**src/rtl/frame_bank_scheduler_if.sv**
```systemverilog
`default_nettype none
// +---------------------------------------------------------------------------+
// | frame_bank_scheduler_if - frame event pulses in, bank addresses/strobes out|
// | Revision: 1.0                                                             |
// +---------------------------------------------------------------------------+
interface frame_bank_scheduler_if #(
  parameter int ADDR_W = 24,
  parameter int CNT_W  = 8
);
  logic              cam_frame_start;
  logic              cam_frame_done;
  logic              rd1_frame_start;
  logic              rd2_frame_start;
  logic [ADDR_W-1:0] wr_base;
  logic              wr_load;
  logic              wr_en;
  logic [ADDR_W-1:0] rd1_base;
  logic              rd1_load;
  logic [ADDR_W-1:0] rd2_base;
  logic              rd2_load;
  logic              latest_valid;
  logic [CNT_W-1:0]  dropped_frames;

  modport master (
    output cam_frame_start, cam_frame_done, rd1_frame_start, rd2_frame_start,
    input  wr_base, wr_load, wr_en, rd1_base, rd1_load, rd2_base, rd2_load,
           latest_valid, dropped_frames
  );

  modport slave (
    input  cam_frame_start, cam_frame_done, rd1_frame_start, rd2_frame_start,
    output wr_base, wr_load, wr_en, rd1_base, rd1_load, rd2_base, rd2_load,
           latest_valid, dropped_frames
  );
endinterface
`default_nettype wire

```
**src/rtl/frame_bank_scheduler.sv**
```systemverilog
`default_nettype none
// +---------------------------------------------------------------------------+
// | frame_bank_scheduler - triple-buffer bank allocation for camera/VGA/TFT    |
// | Revision: 1.0                                                             |
// +---------------------------------------------------------------------------+
module frame_bank_scheduler #(
  parameter int ADDR_W     = 24,
  parameter int BASE_ADDR  = 0,
  parameter int BANK_WORDS = 76800,
  parameter int CNT_W      = 8
) (
  input  wire logic              clk,
  input  wire logic              rst,
  frame_bank_scheduler_if.slave  bus
);

  localparam logic [1:0] c_idle    = 2'd0;
  localparam logic [1:0] c_writing = 2'd1;
  localparam logic [1:0] c_commit  = 2'd2;
  localparam logic [1:0] c_skip    = 2'd3;

  localparam logic [ADDR_W-1:0] c_base0   = ADDR_W'(BASE_ADDR);
  localparam logic [ADDR_W-1:0] c_base1   = ADDR_W'(BASE_ADDR + BANK_WORDS);
  localparam logic [ADDR_W-1:0] c_base2   = ADDR_W'(BASE_ADDR + 2 * BANK_WORDS);
  localparam logic [CNT_W-1:0]  c_cnt_max = {CNT_W{1'b1}};

  logic [1:0]        state_q, state_d;
  logic [1:0]        wr_bank_q, wr_bank_d;
  logic [1:0]        latest_bank_q, latest_bank_d;
  logic [1:0]        rd1_bank_q, rd1_bank_d;
  logic [1:0]        rd2_bank_q, rd2_bank_d;
  logic              latest_valid_q, latest_valid_d;
  logic              rd1_valid_q, rd1_valid_d;
  logic              rd2_valid_q, rd2_valid_d;
  logic              wr_en_q, wr_en_d;
  logic              wr_load_q, wr_load_d;
  logic              rd1_load_q, rd1_load_d;
  logic              rd2_load_q, rd2_load_d;
  logic [ADDR_W-1:0] wr_base_q, wr_base_d;
  logic [ADDR_W-1:0] rd1_base_q, rd1_base_d;
  logic [ADDR_W-1:0] rd2_base_q, rd2_base_d;
  logic [CNT_W-1:0]  drop_cnt_q, drop_cnt_d;

  logic [2:0]        busy;
  logic              free_ok;
  logic [1:0]        free_bank;
  logic              alloc;
  logic              drop;

  function automatic logic [ADDR_W-1:0] bank_base(input logic [1:0] b);
    case (b)
      2'd1:    bank_base = c_base1;
      2'd2:    bank_base = c_base2;
      default: bank_base = c_base0;
    endcase
  endfunction

  // During COMMIT the bank being published is excluded as well as the old
  // latest, since a reader starting this cycle may still grab the old one.
  always_comb begin
    busy = 3'b000;
    for (int n = 0; n < 3; n++) begin
      busy[n] = (rd1_valid_q && rd1_bank_q == 2'(n)) ||
                (rd2_valid_q && rd2_bank_q == 2'(n)) ||
                (latest_valid_q && latest_bank_q == 2'(n)) ||
                (state_q == c_commit && wr_bank_q == 2'(n));
    end
    free_ok   = 1'b1;
    free_bank = 2'd0;
    if (!busy[0])      free_bank = 2'd0;
    else if (!busy[1]) free_bank = 2'd1;
    else if (!busy[2]) free_bank = 2'd2;
    else               free_ok   = 1'b0;
  end

  always_ff @(posedge clk or posedge rst) begin
    if (rst) state_q <= c_idle;
    else     state_q <= state_d;
  end

  // A start in any state is treated as a fresh allocation attempt; an aborted
  // frame and a frame with no free bank each count as one drop.
  always_comb begin
    state_d = state_q;
    alloc   = 1'b0;
    drop    = 1'b0;
    if (bus.cam_frame_start) begin
      drop  = (state_q == c_writing) || !free_ok;
      alloc = free_ok;
      state_d = free_ok ? c_writing : c_skip;
    end else begin
      case (state_q)
        c_writing: if (bus.cam_frame_done) state_d = c_commit;
        c_commit:  state_d = c_idle;
        c_skip:    if (bus.cam_frame_done) state_d = c_idle;
        default:   state_d = c_idle;
      endcase
    end
  end

  always_comb begin
    wr_bank_d      = alloc ? free_bank : wr_bank_q;
    wr_base_d      = alloc ? bank_base(free_bank) : wr_base_q;
    wr_load_d      = alloc;
    wr_en_d        = (state_d == c_writing);
    latest_bank_d  = latest_bank_q;
    latest_valid_d = latest_valid_q;
    if (state_q == c_commit) begin
      latest_bank_d  = wr_bank_q;
      latest_valid_d = 1'b1;
    end
    drop_cnt_d = (drop && drop_cnt_q != c_cnt_max) ? drop_cnt_q + 1'b1 : drop_cnt_q;

    rd1_bank_d  = rd1_bank_q;
    rd1_valid_d = rd1_valid_q;
    rd1_base_d  = rd1_base_q;
    rd1_load_d  = 1'b0;
    if (bus.rd1_frame_start && latest_valid_q) begin
      rd1_bank_d  = latest_bank_q;
      rd1_valid_d = 1'b1;
      rd1_base_d  = bank_base(latest_bank_q);
      rd1_load_d  = 1'b1;
    end

    rd2_bank_d  = rd2_bank_q;
    rd2_valid_d = rd2_valid_q;
    rd2_base_d  = rd2_base_q;
    rd2_load_d  = 1'b0;
    if (bus.rd2_frame_start && latest_valid_q) begin
      rd2_bank_d  = latest_bank_q;
      rd2_valid_d = 1'b1;
      rd2_base_d  = bank_base(latest_bank_q);
      rd2_load_d  = 1'b1;
    end
  end

  always_ff @(posedge clk or posedge rst) begin
    if (rst) begin
      wr_bank_q      <= 2'd0;
      latest_bank_q  <= 2'd0;
      rd1_bank_q     <= 2'd0;
      rd2_bank_q     <= 2'd0;
      latest_valid_q <= 1'b0;
      rd1_valid_q    <= 1'b0;
      rd2_valid_q    <= 1'b0;
      wr_en_q        <= 1'b0;
      wr_load_q      <= 1'b0;
      rd1_load_q     <= 1'b0;
      rd2_load_q     <= 1'b0;
      wr_base_q      <= c_base0;
      rd1_base_q     <= c_base0;
      rd2_base_q     <= c_base0;
      drop_cnt_q     <= '0;
    end else begin
      wr_bank_q      <= wr_bank_d;
      latest_bank_q  <= latest_bank_d;
      rd1_bank_q     <= rd1_bank_d;
      rd2_bank_q     <= rd2_bank_d;
      latest_valid_q <= latest_valid_d;
      rd1_valid_q    <= rd1_valid_d;
      rd2_valid_q    <= rd2_valid_d;
      wr_en_q        <= wr_en_d;
      wr_load_q      <= wr_load_d;
      rd1_load_q     <= rd1_load_d;
      rd2_load_q     <= rd2_load_d;
      wr_base_q      <= wr_base_d;
      rd1_base_q     <= rd1_base_d;
      rd2_base_q     <= rd2_base_d;
      drop_cnt_q     <= drop_cnt_d;
    end
  end

  assign bus.wr_base        = wr_base_q;
  assign bus.wr_load        = wr_load_q;
  assign bus.wr_en          = wr_en_q;
  assign bus.rd1_base       = rd1_base_q;
  assign bus.rd1_load       = rd1_load_q;
  assign bus.rd2_base       = rd2_base_q;
  assign bus.rd2_load       = rd2_load_q;
  assign bus.latest_valid   = latest_valid_q;
  assign bus.dropped_frames = drop_cnt_q;

endmodule
`default_nettype wire

```
**src/flat_wrapper.sv**
```systemverilog
// flat-port wrapper written by rule: the top's interface ports become plain ports
module frame_bank_scheduler_flat 
#(
  parameter int ADDR_W     = 24,
  parameter int BASE_ADDR  = 0,
  parameter int BANK_WORDS = 76800,
  parameter int CNT_W      = 8
)
  (clk, rst, bus_cam_frame_start, bus_cam_frame_done, bus_rd1_frame_start, bus_rd2_frame_start, bus_wr_base, bus_wr_load, bus_wr_en, bus_rd1_base, bus_rd1_load, bus_rd2_base, bus_rd2_load, bus_latest_valid, bus_dropped_frames);
  frame_bank_scheduler_if #(.ADDR_W(ADDR_W), .CNT_W(CNT_W)) bus_i ();
  input  wire logic clk;
  input  wire logic rst;
  input wire logic [$bits(bus_i.cam_frame_start)-1:0] bus_cam_frame_start;
  input wire logic [$bits(bus_i.cam_frame_done)-1:0] bus_cam_frame_done;
  input wire logic [$bits(bus_i.rd1_frame_start)-1:0] bus_rd1_frame_start;
  input wire logic [$bits(bus_i.rd2_frame_start)-1:0] bus_rd2_frame_start;
  output wire logic [$bits(bus_i.wr_base)-1:0] bus_wr_base;
  output wire logic [$bits(bus_i.wr_load)-1:0] bus_wr_load;
  output wire logic [$bits(bus_i.wr_en)-1:0] bus_wr_en;
  output wire logic [$bits(bus_i.rd1_base)-1:0] bus_rd1_base;
  output wire logic [$bits(bus_i.rd1_load)-1:0] bus_rd1_load;
  output wire logic [$bits(bus_i.rd2_base)-1:0] bus_rd2_base;
  output wire logic [$bits(bus_i.rd2_load)-1:0] bus_rd2_load;
  output wire logic [$bits(bus_i.latest_valid)-1:0] bus_latest_valid;
  output wire logic [$bits(bus_i.dropped_frames)-1:0] bus_dropped_frames;
  assign bus_i.cam_frame_start = bus_cam_frame_start;
  assign bus_i.cam_frame_done = bus_cam_frame_done;
  assign bus_i.rd1_frame_start = bus_rd1_frame_start;
  assign bus_i.rd2_frame_start = bus_rd2_frame_start;
  assign bus_wr_base = bus_i.wr_base;
  assign bus_wr_load = bus_i.wr_load;
  assign bus_wr_en = bus_i.wr_en;
  assign bus_rd1_base = bus_i.rd1_base;
  assign bus_rd1_load = bus_i.rd1_load;
  assign bus_rd2_base = bus_i.rd2_base;
  assign bus_rd2_load = bus_i.rd2_load;
  assign bus_latest_valid = bus_i.latest_valid;
  assign bus_dropped_frames = bus_i.dropped_frames;
  frame_bank_scheduler #(.ADDR_W(ADDR_W), .BASE_ADDR(BASE_ADDR), .BANK_WORDS(BANK_WORDS), .CNT_W(CNT_W)) u_core (.clk(clk), .rst(rst), .bus(bus_i));
endmodule
```
**config.mk**
```make
export PLATFORM = sky130hd
export DESIGN_NAME = frame_bank_scheduler_flat
export DESIGN_NICKNAME = d
export VERILOG_FILES = /design/src/rtl/frame_bank_scheduler_if.sv /design/src/rtl/frame_bank_scheduler.sv /design/src/flat_wrapper.sv
export SDC_FILE = /design/constraint.sdc
export NUM_CORES = 1
export LEC_CHECK = 0
export CAP_MARGIN = 20
export CELL_PAD_IN_SITES_DETAIL_PLACEMENT = 1
export CELL_PAD_IN_SITES_GLOBAL_PLACEMENT = 2
export CORE_ASPECT_RATIO = 1.1
export CORE_MARGIN = 1.5
export CORE_UTILIZATION = 24
export DETAILED_ROUTE_END_ITERATION = 12
export PLACE_DENSITY_LB_ADDON = 0.1
export SKIP_CTS_REPAIR_TIMING = 1
export SLEW_MARGIN = 10
export SYNTH_ARGS = -nofsm -noshare
export SYNTH_HDL_FRONTEND = slang
export SYNTH_SLANG_ARGS = --single-unit
```
**constraint.sdc**
```tcl
create_clock -name clk -period 2.4 [get_ports clk]
set_input_delay 0.48 -clock clk [delete_from_list [all_inputs] [get_ports clk]]
set_output_delay 0.48 -clock clk [all_outputs]
set_load 0.02 [all_outputs]
```
==> results_dict.tcl, run 1 <==
set metrics [dict create \
    design.final.nets 244 \
    crit_path_max_incr_delay_ns 0.39 \
    final_hold_viol_count 0 \
    critical_path.startpoint_type "flip-flop" \
    die_area_sq_mm 0.00904 \
    final.period_utilization 0.837 \
    die_w_um 90.8 \
    rsz0062_at_grt "no" \
    synth_top_cell_area_share 0.406 \
    comb_power_share 0.526 \
    finalMaxSlewViolations 0 \
    synth-seq-area-share 0.406 \
    yosysTopAreaCell "dfrtp_1" \
    synth_flop_cell "dfrtp_1" \
    pin_count 91 \
    clockRootBuffer "clkbuf_8" \
    grt_max_degree 34 \
    via_per_inst 3.78 \
    core_sq_mm 0.00832 \
    drc 0 \
    tns_ns 0 \
    wl_per_cell_um 12.0 \
    initial_core_util 0.245 \
    p_sw_frac 0.433 \
    synth.distinct_cells 32 \
    die_y_um 99.6 \
    end_kind "flip-flop" \
    holdPathEnd "u_core.bus.rd1_base[11]" \
    critical_path_buf_inv_count 1 \
    synth.avg_cell_area_sq_um 10.3 \
    insertion_delay_ns 0.28 \
    hold_start "u_core.bus.rd1_base[11]" \
    yosysWarningCount 0 \
    gp_congestion 0.681 \
    instances_no_fill 343 \
    slowest_stage "dfrtp_1" \
    overflow 0 \
    crit_chain "inv_1 -> ha_1 -> a211o_1 -> o211ai_4 -> nand2_2 -> mux2_1" \
    dp.cells 335 \
    grt_pass1_vias 1208 \
    power_switching_w 0.00127 \
    dr.pass1.iters 4 \
    r2r_slack_ns 0.39 \
    status "complete, no violations" \
    min_path_cells 1 \
    seq_power_share 0.333 \
    syn_area_sq_mm 0.00203 \
    r2r-end "u_core.bus.wr_base[14]" \
    drive_gt1_frac 0.0948 \
    synth_cells 198 \
    yosys-top-cells-area "dfrtp_1, buf_4, mux2_2" \
    r2r.worst_path.cells 6 \
    ant_nets 0 \
    fillers 979 \
    placedInstanceArea_sq_mm 0.00228 \
    period_needed_ns 2.01 \
    cap_violations 0 \
    routed_wl_um 4120 \
    p_int_w 0.00166 \
    portBuffers 39 \
    ys_ff_latch 33 \
    dp_slack_ns 0.364 \
    antenna_found_initial 0 \
    leakagePower_nw 1.10 \
    cts_tree "yes" \
    cts.clk_slew.worst_paths_ns 0.07 \
    fin_area_sq_mm 0.00236 \
    grt_pass1_wl_um 6680 \
    synthTopCellsByCount "buf_4, dfrtp_1, nand2_1" \
    diodes 0 \
    vias 1297 \
    cts_sinks 33 \
    rows 35 \
    clkPwrFrac 0.141 \
    worstReg2RegStart "u_core.latest_bank_q[0]" \
    powerDensity_mw_per_mm2 1240 \
    setup_viol 0 \
    area_growth_pct 16.1 \
    critPathRequiredTime_ns 2.56 \
    setup_slack_ns 0.392 \
    hold_ws_ns 0.503 \
    worstPathMaxFanout 10 \
    critPathKind "flip-flop to flip-flop" \
    cp.arrival_ns 2.17 \
    clock_skew_ns 0.00727 \
    synth_edf_count 0 \
    post-synth-top-count-cell "buf_4" \
    critPathTopFamily "compound AO/OA/AOI/OAI gates" \
    htree_num_levels 2 \
    synthArstFlopShare 1.00 \
    hold_path.class "flip-flop to flip-flop" \
    grt_use_total 0.0951 \
    cts_buffer_depth 2 \
    ir_drop_uv 348 \
    numCtsBuffers 5 \
    drt_iter0_markers 40 \
    dp_hpwl_um 3020 \
    max_freq_mhz 498 \
]
## kinds of logic after synthesis
kind of cell	share of synthesized area
multiplexers	0.0658
adder cells (fa/ha/maj)	0.0430
XOR/XNOR	0.0301
flip-flops	0.406
buffers and inverters	0.255
AND/OR/NAND/NOR	0.124
other	0.00184
AO/OA/AOI/OAI	0.0750
## worst max path at each step
stage | end | cells past startpoint | slack, ns | start
after floorplan | u_core.bus.wr_base[14] | 6 | 0.58 | u_core.latest_bank_q[0]
final | u_core.bus.wr_base[14] | 6 | 0.39 | u_core.latest_bank_q[0]
after global routing | u_core.bus.wr_base[14] | 6 | 0.25 | u_core.latest_bank_q[0]
after detailed placement | u_core.bus.wr_base[14] | 6 | 0.36 | u_core.latest_bank_q[0]
after CTS | u_core.bus.wr_base[14] | 6 | 0.36 | u_core.latest_bank_q[0]
after global placement | u_core.bus.wr_base[14] | 6 | 0.42 | u_core.latest_bank_q[0]
## power by group through the flow
stage / clock network (W) / registers, W / logic, W
finish: 0.000413 / 0.000976 / 0.00154
global route: 0.000457 / 0.00102 / 0.00169
CTS: 0.000438 / 0.000985 / 0.00157
detailed placement: 0 / 0.000995 / 0.00156
global placement: 0 / 0.000989 / 0.00157
floorplan: 0 / 0.00110 / 0.000961
## cell type report
cell class              instances  area (sq um)  share of cell area
flip-flops and latches         33           826               0.350
multi-input cells             141           878               0.372
clock buffers                   8          80.1              0.0339
inverters                       9          33.8              0.0143
well taps                     111           139              0.0588
repair buffers                 41           405               0.172
## state kept, by name, summed over array words and instances, names as in the netlist
| signal | flops |
|---|---|
| u_core.bus.dropped_frames | 8 |
| u_core.bus.rd1_base | 3 |
| u_core.state_q | 2 |
| u_core.rd2_valid_q | 1 |
| u_core.bus.rd2_load | 1 |
| u_core.bus.wr_base | 2 |
| u_core.bus.rd1_load | 1 |
| u_core.bus.latest_valid | 1 |
| u_core.rd1_bank_q | 2 |
| u_core.bus.rd2_base | 3 |
| u_core.rd1_valid_q | 1 |
| u_core.bus.wr_load | 1 |
| u_core.wr_bank_q | 2 |
| u_core.latest_bank_q | 2 |
| u_core.rd2_bank_q | 2 |
| u_core.bus.wr_en | 1 |
## placed cells by master, fill, tap and decap left out, types with 2 or more instances in the layout
master / Yosys / routed
o21ai_0: 7 / 7
clkdlybuf4s50_1: 0 / 39
mux2_2: 8 / 8
xor2_1: 7 / 7
nand3_1: 5 / 5
ha_1: 7 / 7
and3_1: 3 / 3
conb_1: 1 / 51
clkbuf_8: 0 / 5
nor3b_1: 2 / 2
nand3b_1: 4 / 4
dfrtp_1: 33 / 33
a21oi_1: 6 / 6
nand2b_1: 6 / 6
nand4bb_1: 2 / 2
nand2_1: 12 / 12
nor2_1: 2 / 2
inv_1: 9 / 9
nand4_1: 3 / 3
a211oi_2: 2 / 2
mux2_1: 3 / 3
buf_4: 64 / 2
clkbuf_1: 1 / 3
## per-layer routing
layer,vias up,GRT usage,routed length [um]
met4,0,0.0433,79
li1,611,-,-
met2,55,0.154,1920
met1,625,0.123,1910
met5,-,0,0
met3,6,0.0176,211
## per-stage QoR
stage | util | total power (W)
after detailed placement | 0.274 | 0.00256
after global placement | 0.274 | 0.00256
after floorplan | - | 0.00206
after global routing | 0.284 | 0.00316
final | 0.284 | 0.00293
after CTS | 0.284 | 0.00299
(Power assumes the default switching activity.)
==> run 2, diff against run 1 <==
==> constraint.sdc (replaced) <==
create_clock -name clk -period 1.9 [get_ports clk]
set_input_delay 0.38 -clock clk [delete_from_list [all_inputs] [get_ports clk]]
set_output_delay 0.38 -clock clk [all_outputs]
set_load 0.02 [all_outputs]
==> run 2 against run 1 <==
Against the previous run:
- design area up 7.0%
- total power up 38%
- maximum frequency up 11%
- via count up 2.8%
- core utilization up 2.0 points
- setup slack worse by 0.30 ns
- hold slack better by 0.0022 ns
- clock power up 30%
- critical path depth up 1
- sequential share of layout area down 2.3 points
- non-clock buffer count up 17
- routed wire length down 0.58%
- largest cell class unchanged
- highest routed layer unchanged
==> results_dict.tcl, run 2 (same netlist as run 1, synthesis figures left out) <==
set metrics [dict create \
    cts_tree "yes" \
    worstPathMaxFanout 3 \
    critical_path.startpoint_type "flip-flop" \
    die_w_um 90.8 \
    critPathKind "flip-flop to flip-flop" \
    numCtsBuffers 5 \
    overflow 0 \
    fillers 986 \
    diodes 0 \
    period_needed_ns 1.80 \
    cts.clk_slew.worst_paths_ns 0.07 \
    clock_skew_ns 0.00786 \
    dp.cells 349 \
    ir_drop_uv 484 \
    instances_no_fill 359 \
    routed_wl_um 4100 \
    hold_path.class "input port to async pin" \
    fin_area_sq_mm 0.00253 \
    regArea_sq_um 827 \
    cap_violations 0 \
    dr.pass1.iters 4 \
    rsz0062_at_grt "yes" \
    dp_hpwl_um 3080 \
    grt_pass1_wl_um 6800 \
    multi_input_area_sq_um 906 \
    vias 1333 \
    clockRootBuffer "clkbuf_8" \
    design.final.nets 261 \
    final_hold_viol_count 0 \
    crit_path_max_incr_delay_ns 0.37 \
    r2r.worst_path.cells 7 \
    finalMaxSlewViolations 0 \
    slowest_stage "dfrtp_1" \
    drc 0 \
    r2r-end "u_core.bus.wr_base[14]" \
    largest_reg_flops 8 \
    mostFrequentLayoutCells "conb_1, clkdlybuf4s50_1, dfrtp_1, buf_4, nand2_1" \
    grt_pass1_vias 1329 \
    cp.arrival_ns 1.97 \
    drive_gt1_frac 0.198 \
    rows 35 \
    setup_viol 0 \
    area_growth_pct 24.3 \
    critPathLaunch "u_core.latest_bank_q[0]" \
    worstReg2RegStart "u_core.latest_bank_q[0]" \
    portBuffers 39 \
    placedInstanceArea_sq_mm 0.00239 \
    cts_sinks 33 \
    insertion_delay_ns 0.28 \
    r2r_slack_ns 0.1 \
    gp_congestion 0.697 \
    final.period_utilization 0.950 \
    crit_end "u_core.bus.wr_base[14]" \
    max_freq_mhz 554 \
    status "complete, no violations" \
    powerDensity_mw_per_mm2 1600 \
    htree_num_levels 2 \
    crit_chain "inv_1 -> ha_2 -> a211o_1 -> nor2_1 -> or2_2 -> ha_1 -> mux2_4" \
    wl_per_cell_um 11.4 \
    grt_max_degree 34 \
    initial_core_util 0.245 \
    via_per_inst 3.71 \
    final_common_cell "conb_1" \
    leakagePower_nw 1.20 \
    die_area_sq_mm 0.00904 \
    drt_iter0_markers 19 \
    critPathRequiredTime_ns 2.06 \
    grt_use_total 0.0961 \
    cts_buffer_depth 2 \
    pin_count 91 \
    antenna_found_initial 0 \
    dp_slack_ns -0.0251 \
    die_y_um 99.6 \
    setup_slack_ns 0.0953 \
    core_sq_mm 0.00832 \
    end_kind "flip-flop" \
    ant_nets 0 \
]
==> run 2: cell count changes in the layout (fill, tap and decap cells not counted), sizes merged <==
cell    delta
clkbuf     -1
buf       +17
==> run 2: worst min path at each step <==
stage,startpoint,end,slack [ns],cells after the start
final,rst,u_core.bus.dropped_frames[1],0.50,3
after CTS,u_core.bus.rd2_base[11],u_core.bus.rd2_base[11],0.51,1
after global routing,u_core.bus.rd2_base[11],u_core.bus.rd2_base[11],0.53,1
after detailed placement,u_core.bus.rd2_base[11],u_core.bus.rd2_base[11],0.49,1
after floorplan,u_core.rd1_valid_q,u_core.rd1_valid_q,0.47,1
after global placement,u_core.bus.rd2_base[11],u_core.bus.rd2_base[11],0.49,1
==> run 2: layout make-up <==
cell class,count,share of cell area
Tap cell,111,0.0549
Inverter,9,0.0134
Sequential cell,33,0.327
Multi-Input combinational cell,141,0.358
Timing Repair Buffer,58,0.212
Clock buffer,7,0.0341
==> run 2: layer usage <==
metal  GRT usage  vias up  wire, um
met2       0.167       53      2060
li1            -      640         -
met4      0.0469        0        65
met5           0        -         0
met3      0.0161        5       190
met1       0.115      635      1780
==> run 2: stage by stage <==
stage	TNS (ns)	utilization	power, W	hold slack, ns
after global placement	0	0.287	0.00343	0.489
after detailed placement	-0.0527	0.287	0.00342	0.492
final	0	0.304	0.00404	0.505
after CTS	-0.100	0.297	0.00398	0.508
after floorplan	0	-	0.00261	0.472
after global routing	-0.0188	0.304	0.00436	0.533
==> run 2: where the power goes <==
group,internal (W),switching [W]
logic,0.00114,0.00115
clock network,0.000287,0.000249
registers,0.000971,0.000245
==> run 2: critical path: cells and delay by family, from the launching register on <==
kind / cells / cell delay, ns
AO/OA/AOI/OAI: 1 / 0.20
flip-flops: 1 / 0.37
buffers and inverters: 1 / 0.09
multiplexers: 1 / 0.26
AND/OR/NAND/NOR: 2 / 0.39
adder cells (fa/ha/maj): 2 / 0.37
==> run 3, diff against run 2 <==
--- a/config.mk
+++ b/config.mk
@@ -13,6 +13,7 @@
 export CORE_UTILIZATION = 24
 export DETAILED_ROUTE_END_ITERATION = 12
 export PLACE_DENSITY_LB_ADDON = 0.1
+export RECOVER_POWER = 25
 export SKIP_CTS_REPAIR_TIMING = 1
 export SLEW_MARGIN = 10
 export SYNTH_ARGS = -nofsm -noshare
==> run 3 against run 2 <==
Against the previous run:
- combinational power hardly changed
- setup slack worse by 0.0021 ns
- highest routed layer unchanged
- routed wire length is 0.15% lower
- clock-buffer cell count stayed put
- largest cell class unchanged
==> results_dict.tcl, run 3 (same netlist as run 1, synthesis figures left out) <==
set metrics [dict create \
    cts.clk_slew.worst_paths_ns 0.07 \
    clock_skew_ns 0.00787 \
    cts_tree "yes" \
    area_growth_pct 24.2 \
    slew_headroom 0.427 \
    final_hold_viol_count 0 \
    critPathRequiredTime_ns 2.06 \
    cp.arrival_ns 1.97 \
    crit_path_max_incr_delay_ns 0.37 \
    powerDensity_mw_per_mm2 1600 \
    drc 0 \
    tightest_slew_ns 0.860 \
    hold_path.class "flip-flop to flip-flop" \
    grt_pass1_wl_um 6800 \
    grt_use_total 0.0961 \
    portBuffers 39 \
    die_area_sq_mm 0.00904 \
    fillers 986 \
    cts_sinks 33 \
    via_per_inst 3.72 \
    status "complete, no violations" \
    clockRootBuffer "clkbuf_8" \
    cts_buffer_depth 2 \
    grt_pass1_vias 1329 \
    die_y_um 99.6 \
    largest_reg_flops 8 \
    pin_count 91 \
    htree_num_levels 2 \
    ir_drop_uv 484 \
    vias 1334 \
    rows 35 \
    critPathKind "flip-flop to flip-flop" \
    routed_wl_um 4090 \
    dr.pass1.iters 4 \
    die_w_um 90.8 \
    wl_per_cell_um 11.4 \
    final.period_utilization 0.951 \
    period_needed_ns 1.81 \
    overflow 0 \
    rsz0062_at_grt "yes" \
    slowest_stage "dfrtp_1" \
    finalMaxSlewViolations 0 \
    worstPathMaxFanout 3 \
    core_sq_mm 0.00832 \
    ant_nets 0 \
    numCtsBuffers 5 \
    insertion_delay_ns 0.28 \
    cap_violations 0 \
    drive_gt1_frac 0.198 \
    critical_path.startpoint_type "flip-flop" \
    dp_hpwl_um 3080 \
    gp_congestion 0.697 \
    max_freq_mhz 553 \
    drt_iter0_markers 18 \
    power_w 0.00404 \
    setup_viol 0 \
    diodes 0 \
    final_common_cell "conb_1" \
    initial_core_util 0.245 \
    antenna_found_initial 0 \
    leakagePower_nw 1.20 \
    crit_chain "inv_1 -> ha_2 -> a211o_1 -> nor2_1 -> or2_2 -> ha_1 -> mux2_4" \
    mostFrequentLayoutCells "conb_1, clkdlybuf4s50_1, dfrtp_1, buf_4, nand2_1" \
    tns_ns 0 \
    end_kind "flip-flop" \
    design.final.nets 261 \
    grt_max_degree 34 \
]
[run 3: final timing paths]
path                                    startpoint                            to  slack, ns  cells past startpoint
max in group asynchronous                      rst           u_core.wr_bank_q[0]       0.50                      3
setup / recovery           u_core.latest_bank_q[0]        u_core.bus.wr_base[14]       0.09                      7
min in group asynchronous                      rst  u_core.bus.dropped_frames[1]       0.80                      3
hold / removal             u_core.bus.rd2_base[11]       u_core.bus.rd2_base[11]       0.51                      1
setup reg to reg           u_core.latest_bank_q[0]        u_core.bus.wr_base[14]       0.09                      7
hold reg to reg            u_core.bus.rd2_base[11]       u_core.bus.rd2_base[11]       0.51                      1
[run 3: per-stage QoR]
stage	setup WS (ns)	utilization	std cells	hold WS (ns)	area [sq um]
finish	0.0932	0.304	359	0.506	2530
global route	-0.0136	0.304	359	0.533	2530
CTS	-0.0436	0.297	356	0.508	2470
detailed placement	-0.0251	0.287	349	0.492	2390
global placement	0.0253	0.287	349	0.489	2390
floorplan	0.0786	-	248	0.472	2220
[run 3: critical path: cells and delay by family, from the launching register on]
family | cells | cell delay, ns
AO/OA/AOI/OAI | 1 | 0.20
multiplexers | 1 | 0.26
AND/OR/NAND/NOR | 2 | 0.39
buffers and inverters | 1 | 0.09
flip-flops | 1 | 0.37
adder cells (fa/ha/maj) | 2 | 0.38
[run 3: cell type report]
| cell class | instances | area (sq um) | area share |
|---|---|---|---|
| multi-input cells | 141 | 906 | 0.359 |
| flip-flops and latches | 33 | 827 | 0.327 |
| repair buffers | 58 | 534 | 0.211 |
| well taps | 111 | 139 | 0.0550 |
| clock buffers | 7 | 86.3 | 0.0342 |
| inverters | 9 | 33.8 | 0.0134 |
[run 3: where the power goes]
part           total, W  switching [W]  leakage [nW]  internal, W
logic           0.00228        0.00115         0.754      0.00114
clock network  0.000536       0.000249        0.0443     0.000287
registers       0.00122       0.000246         0.397     0.000971
[run 3: metal layers]
layer,share of wire,GRT usage,vias to the layer above
met5,0,0,-
met4,0.016,0.0469,0
met3,0.045,0.0161,5
met2,0.50,0.167,53
met1,0.43,0.115,635
li1,-,-,641
